**config.mk**
```make
export PLATFORM = sky130hd
export DESIGN_NAME = ex_cnt_mod
export DESIGN_NICKNAME = d
export VERILOG_FILES = /design/src/rtl/ex_cnt_mod.sv
export SDC_FILE = /design/constraint.sdc
export NUM_CORES = 1
export LEC_CHECK = 0
export ABC_AREA = 1
export BUFFER_PORTS_ARGS = -buffer_cell sky130_fd_sc_hd__clkbuf_2
export CORE_ASPECT_RATIO = 0.9
export CORE_MARGIN = 4
export CORE_UTILIZATION = 54
export DETAILED_ROUTE_END_ITERATION = 8
export PLACE_DENSITY = 0.91
export SYNTH_ARGS = -nofsm -noshare
export SYNTH_HDL_FRONTEND = slang
export SYNTH_SLANG_ARGS = --single-unit
```
**constraint.sdc**
```tcl
create_clock -name sclk -period 2.2 [get_ports sclk]
set_clock_uncertainty 0.2 [all_clocks]
set_input_delay 0.22 -clock sclk [delete_from_list [all_inputs] [get_ports sclk]]
set_output_delay 0.22 -clock sclk [all_outputs]
set_load 0.05 [all_outputs]
```
**src/rtl/ex_cnt_mod.sv**
```systemverilog
`default_nettype none
// +--------------------------------------------------------------------------+
// | ex_cnt_mod : parametrised up/down counter with programmable modulus,     |
// |              sync clear/load, prescaler and wrap/saturate/one-shot ends. |
// | Revision   : 1.0                                                         |
// +--------------------------------------------------------------------------+
module ex_cnt_mod #(
  parameter int               WIDTH    = 10,
  parameter int               PRESCALE = 1,
  parameter logic [WIDTH-1:0] RST_VAL  = '0
) (
  input  logic             sclk,
  input  logic             rst_n,
  input  logic             en_i,
  input  logic             clr_i,
  input  logic             load_i,
  input  logic [WIDTH-1:0] load_val_i,
  input  logic             dir_i,
  input  logic [1:0]       mode_i,
  input  logic [WIDTH-1:0] max_val_i,
  output logic [WIDTH-1:0] cnt_o,
  output logic             tc_o,
  output logic             sat_o,
  output logic             busy_o
);

  localparam logic [1:0] c_MODE_WRAP    = 2'b00;
  localparam logic [1:0] c_MODE_SAT     = 2'b01;
  localparam logic [1:0] c_MODE_ONESHOT = 2'b10;

  logic [WIDTH-1:0] cnt_q, cnt_d;
  logic             tc_q, tc_d;
  logic             busy_q, busy_d;
  logic             at_term;
  logic             halt;
  logic             step;

  // Up-count uses >= so a max_val lowered below cnt still terminates.
  always_comb begin
    at_term = dir_i ? (cnt_q >= max_val_i) : (cnt_q == '0);
    halt    = (mode_i == c_MODE_ONESHOT) && !busy_q;
  end

  generate
    if (PRESCALE > 1) begin : g_presc
      localparam int PW = $clog2(PRESCALE);
      localparam logic [PW-1:0] c_PLAST = PW'(PRESCALE - 1);

      logic [PW-1:0] pcnt_q, pcnt_d;
      logic          pcnt_last;

      always_comb begin
        pcnt_last = (pcnt_q == c_PLAST);
        pcnt_d    = pcnt_q;
        if (clr_i || load_i) begin
          pcnt_d = '0;
        end else if (en_i && !halt) begin
          pcnt_d = pcnt_last ? '0 : pcnt_q + 1'b1;
        end
      end

      always_ff @(posedge sclk or negedge rst_n) begin
        if (!rst_n) begin
          pcnt_q <= '0;
        end else begin
          pcnt_q <= pcnt_d;
        end
      end

      assign step = en_i && !halt && pcnt_last;
    end else begin : g_nopresc
      assign step = en_i && !halt;
    end
  endgenerate

  always_comb begin
    cnt_d  = cnt_q;
    tc_d   = 1'b0;
    busy_d = busy_q;
    if (clr_i) begin
      cnt_d  = '0;
      busy_d = 1'b1;
    end else if (load_i) begin
      cnt_d  = load_val_i;
      busy_d = 1'b1;
    end else if (step) begin
      tc_d = at_term;
      if (!at_term) begin
        cnt_d = dir_i ? cnt_q + 1'b1 : cnt_q - 1'b1;
      end else begin
        case (mode_i)
          c_MODE_SAT: cnt_d = cnt_q;
          c_MODE_ONESHOT: begin
            cnt_d  = dir_i ? '0 : max_val_i;
            busy_d = 1'b0;
          end
          default: cnt_d = dir_i ? '0 : max_val_i;
        endcase
      end
    end
  end

  always_ff @(posedge sclk or negedge rst_n) begin
    if (!rst_n) begin
      cnt_q  <= RST_VAL;
      tc_q   <= 1'b0;
      busy_q <= 1'b1;
    end else begin
      cnt_q  <= cnt_d;
      tc_q   <= tc_d;
      busy_q <= busy_d;
    end
  end

  assign cnt_o  = cnt_q;
  assign tc_o   = tc_q;
  assign busy_o = busy_q;
  assign sat_o  = (mode_i == c_MODE_SAT) && at_term;

endmodule
`default_nettype wire

```
==> impl_summary.md <==
Outcome
The flow ran to the end, but the final reports show violations. The final reports fail on setup timing.

Synthesis
The sequential share of the synthesized area is 0.183. After synthesis the netlist holds a flip-flop and latch count of 12. Summed over all instances, the cell type with the most area after synthesis is sky130_fd_sc_hd__nand2_1. The post-synthesis net count is between 300 and 400. Counting every instance in the synthesized netlist gives around 270. The cell area after technology mapping is approximately 1600 sq um. The share of synthesized area in the top cell type comes to 0.194. Synthesis instantiated 29 different standard cells from the library.

By area the synthesized netlist is led by sky130_fd_sc_hd__nand2_1 (19%), sky130_fd_sc_hd__dfrtp_1 (17%), sky130_fd_sc_hd__ha_1 (14%), sky130_fd_sc_hd__nand3_1 (10%), sky130_fd_sc_hd__nor2_1 (8.4%). The total number of yosys warnings is 0. Each instance of the synthesized netlist takes up on average a little over 6 sq um.

Clocking
In this run the number of H-tree levels came out at 1. The clock transition at the register clock pins on the worst setup and hold paths after CTS is 0.08 ns. The clock latency of the later-clocked register in the worst-skew pair is between 0.2 and 0.3 ns. The cell at the root of the clock tree is sky130_fd_sc_hd__clkbuf_4. The number of buffers added by the clock tree synthesis step is 3. In this run the deepest clock path goes through 2 buffers. Counting every sink on the clock net gives 12. The TritonCTS clock tree is yes.

Finish
Compared with the post-synthesis result, the final layout area differs by 37.6%. The proportion of layout cells with a drive suffix above 1 is 0.337. The total number of nets in the final design is 380. 0 antenna diodes ended up in the layout.

The number of fill cells in the layout is ~220. The count of cells in the finished layout, fillers not included, comes to around 370.

Timing
The final number of max-transition violations came to 0. Based on the critical path, the design can be clocked at up to roughly 450 MHz. In the finished design, the share of the clock period the worst path needs comes to 1.00.

The number of hold violations in the final report is 0. Across all setup checks in the final design, the least slack found is -0.00265 ns. For the final routed database, the setup TNS stands at -0.00265 ns. Setup repair after global routing could not meet its margin everywhere. The shortest period the worst path allows is ~2.2 ns. The tightest hold path in the finished design has a slack of roughly 0.049 ns.

The relative max-transition margin is 0.476. The number of endpoints failing setup at the final stage is 1. For the pin with the worst max-slew slack, the measured transition is between 0.7 and 0.8 ns.

Min path
The hold-critical path depth is 3. The worst hold path begins at en_i. The worst min-delay path class is input port to register. The worst hold path terminates at tc_o.

GRT
The global-route wire length before repair is 7980 um. Entering global routing, the biggest net connects 21 pins. The all-layer global routing usage is 0.265. The initial antenna violation count is 0. The via count of the first global-routing pass is 1737. The leftover overflow at the end of global routing is 0.

Die
For this configuration, the core starts out at a cell density of 0.579. Measured along the y axis, the die boundary spans between 60 and 70 um. Pin placement for this block handled 41 I/O pins. The die boundary width is between 60 and 70 um. The total die area is 3990 sq um. The row count is 18. The core area is between 2000 and 3000 sq um.

Placement
In this run, placement finished with an instance count of ~360. Routability-driven placement finished with a final weighted congestion of approximately 0.96. In this run the tool buffered the top-level ports with 40 buffer cells. The half-perimeter wire length after detailed placement is about 3700 um.

Worst setup path
The slowest stage of the critical path is the sky130_fd_sc_hd__dfrtp_1 cell. The kind of end point of the critical path is an output port. Measured in cells, the most critical reg-to-reg path has a length of 12.

The nature of the critical path startpoint is a register. The class of the most critical setup path is register to output port. The setup check on the worst reg-to-reg path leaves a slack of 0.02 ns. STA puts the critical path data arrival time at 1.78 ns.

The end of the worst register-to-register path is cnt_o[7]. The cell seen most often among critical-path stages is sky130_fd_sc_hd__nand3_2. Of all nets on the critical path, the largest fanout is 6. In this design, the stage delay of the slowest critical-path cell is approximately 0.48 ns. The number of buffers and inverters on the critical path is 2. Walking the worst path, the cells encountered are ha_1 > nand2_1 > nor2_1 > nand2_2 > nand3_2 > nand3_2 > inv_2 > buf_8.

The kind of cell with the highest combined delay along the critical path is simple AND/OR/NAND/NOR gates. At the worst endpoint, the required time is 1.78 ns. The startpoint of the worst register-to-register path is cnt_o[8].

Routing
The first-pass iteration count of the detailed router is 4. The final layout contains routed wiring with a total length of between 5000 and 6000 um. The DRC violation count after routing is 0. The vias after detailed routing is ~2000. The average vias per placed instance is between 5 and 6. The count of nets left with antenna violations once routing finished came out at 0.

The first routing iteration left 150 violations. The average routed wire per standard cell is ~14 um.

Pwr
The maximum vdd ir drop is roughly 0.37 mV. The post-layout total power is between 1 and 1.5 mW. For this design the ratio of total power to cell area is between 500 and 600 nW/um^2. Summed over all cells, the static leakage comes to 1.24 nW.

Run
The number of max-cap violations is 0.
## tightest hold or removal path, stage by stage
cell                       delay, ns
sky130_fd_sc_hd__clkbuf_2       0.08
sky130_fd_sc_hd__o21ai_0        0.12
sky130_fd_sc_hd__nor3_1         0.07
## cells in the final DEF (no fill, tap or decap), types with 2 or more instances in the layout
cell	netlist	final
sky130_fd_sc_hd__nand2_1	85	79
sky130_fd_sc_hd__clkbuf_2	0	39
sky130_fd_sc_hd__inv_2	1	4
sky130_fd_sc_hd__a21oi_2	0	3
sky130_fd_sc_hd__or2_2	3	3
sky130_fd_sc_hd__or2_1	2	2
sky130_fd_sc_hd__inv_1	34	31
sky130_fd_sc_hd__nor2_2	0	2
sky130_fd_sc_hd__o21ai_0	7	6
sky130_fd_sc_hd__dfrtp_1	11	6
sky130_fd_sc_hd__ha_1	18	11
sky130_fd_sc_hd__nand3_1	33	29
sky130_fd_sc_hd__ha_4	0	7
sky130_fd_sc_hd__nand3_2	2	6
sky130_fd_sc_hd__nand2_2	4	7
sky130_fd_sc_hd__nand3b_1	3	3
sky130_fd_sc_hd__nand2_8	0	3
sky130_fd_sc_hd__a21oi_1	8	5
sky130_fd_sc_hd__nand4_1	3	3
sky130_fd_sc_hd__nor2_1	37	35
sky130_fd_sc_hd__clkbuf_4	0	3
sky130_fd_sc_hd__or2_0	3	3
sky130_fd_sc_hd__buf_4	0	21
sky130_fd_sc_hd__dfrtp_2	0	5
sky130_fd_sc_hd__o21a_1	2	2
## Yosys cell counts
master                     instances
sky130_fd_sc_hd__nor3_1            1
sky130_fd_sc_hd__nand2_2           4
sky130_fd_sc_hd__nor4_1            1
sky130_fd_sc_hd__and2_1            1
sky130_fd_sc_hd__xor2_1            1
sky130_fd_sc_hd__nor2_1           37
sky130_fd_sc_hd__inv_2             1
sky130_fd_sc_hd__nand4_1           3
sky130_fd_sc_hd__o21ai_0           7
sky130_fd_sc_hd__o21ai_4           1
sky130_fd_sc_hd__or2_2             3
sky130_fd_sc_hd__nand3_1          33
sky130_fd_sc_hd__fa_1              1
sky130_fd_sc_hd__o21a_1            2
sky130_fd_sc_hd__dfrtp_1          11
sky130_fd_sc_hd__dfstp_2           1
sky130_fd_sc_hd__buf_2             1
sky130_fd_sc_hd__nand3_2           2
sky130_fd_sc_hd__clkbuf_1          3
sky130_fd_sc_hd__nand2_1          85
sky130_fd_sc_hd__a21oi_1           8
sky130_fd_sc_hd__or2_1             2
sky130_fd_sc_hd__buf_6             3
sky130_fd_sc_hd__or2_0             3
sky130_fd_sc_hd__nor4_2            1
sky130_fd_sc_hd__nand3b_1          3
sky130_fd_sc_hd__inv_1            34
sky130_fd_sc_hd__o21bai_2          1
sky130_fd_sc_hd__ha_1             18
## metrics by stage
stage / util / setup WS (ns) / area, sq um
after floorplan: - / 0.0155 / 1650
final: 0.797 / -0.00265 / 2260
after global routing: 0.797 / -0.0904 / 2260
after global placement: 0.681 / 0.0445 / 1930
after CTS: 0.733 / 0.0127 / 2080
after detailed placement: 0.681 / -0.0199 / 1930
## worst max path at each step
stage / cells after the start / end / slack, ns / from
2_1_floorplan: 8 / cnt_o[4] / 0.02 / cnt_o[1]
3_3_place_gp: 15 / cnt_o[8] / 0.04 / cnt_o[0]
3_5_place_dp: 15 / cnt_o[0] / -0.02 / cnt_o[0]
4_1_cts: 7 / sat_o / 0.01 / cnt_o[1]
5_1_grt: 7 / sat_o / -0.09 / cnt_o[4]
6_report: 8 / sat_o / -0.003 / cnt_o[8]
## routing by layer
metal | share of wire | global-route usage | vias to the layer above
met2 | 0.49 | 0.443 | 102
met3 | 0.090 | 0.0611 | 18
li1 | - | - | 990
met4 | 0.031 | 0.0812 | 0
met1 | 0.39 | 0.343 | 903
met5 | 0 | 0 | -
## registers in the layout, summed over array words and instances (netlist names)
name	count
busy_o	1
cnt_o	10
tc_o	1
## layout make-up
class,instances,area [sq um],area share
Clock buffer,4,36.3,0.0160
Inverter,35,131,0.0581
Multi-Input combinational cell,218,1350,0.596
Sequential cell,12,308,0.136
Tap cell,40,50.0,0.0221
Timing Repair Buffer,63,389,0.172
## report_power, final
group | internal [mW] | switching, mW | leakage (nW) | total, mW
clock network | 0.101 | 0.0812 | 0.0210 | 0.182
registers | 0.245 | 0.0374 | 0.146 | 0.282
logic | 0.287 | 0.445 | 1.08 | 0.732
## kinds of logic (layout without fill, tap and decap cells)
logic type | after synthesis | count (layout) | share of synthesized area
compound gates | 19 | 19 | 0.0715
xor+xnor | 1 | 1 | 0.00533
fa+ha+maj | 19 | 19 | 0.149
buf+inv | 42 | 102 | 0.110
flops | 12 | 12 | 0.183
simple gates | 179 | 179 | 0.480
## timing repair
action | 4_1_cts | 5_1_grt
resized for setup | 9 | 32
endpoints found under the setup margin | 11 | 11
hold buffers | 1 | 0
endpoints found under the hold margin | 12 | 0
setup buffers | 7 | 4
pin swaps | 3 | 10
(Power assumes the default switching activity.)
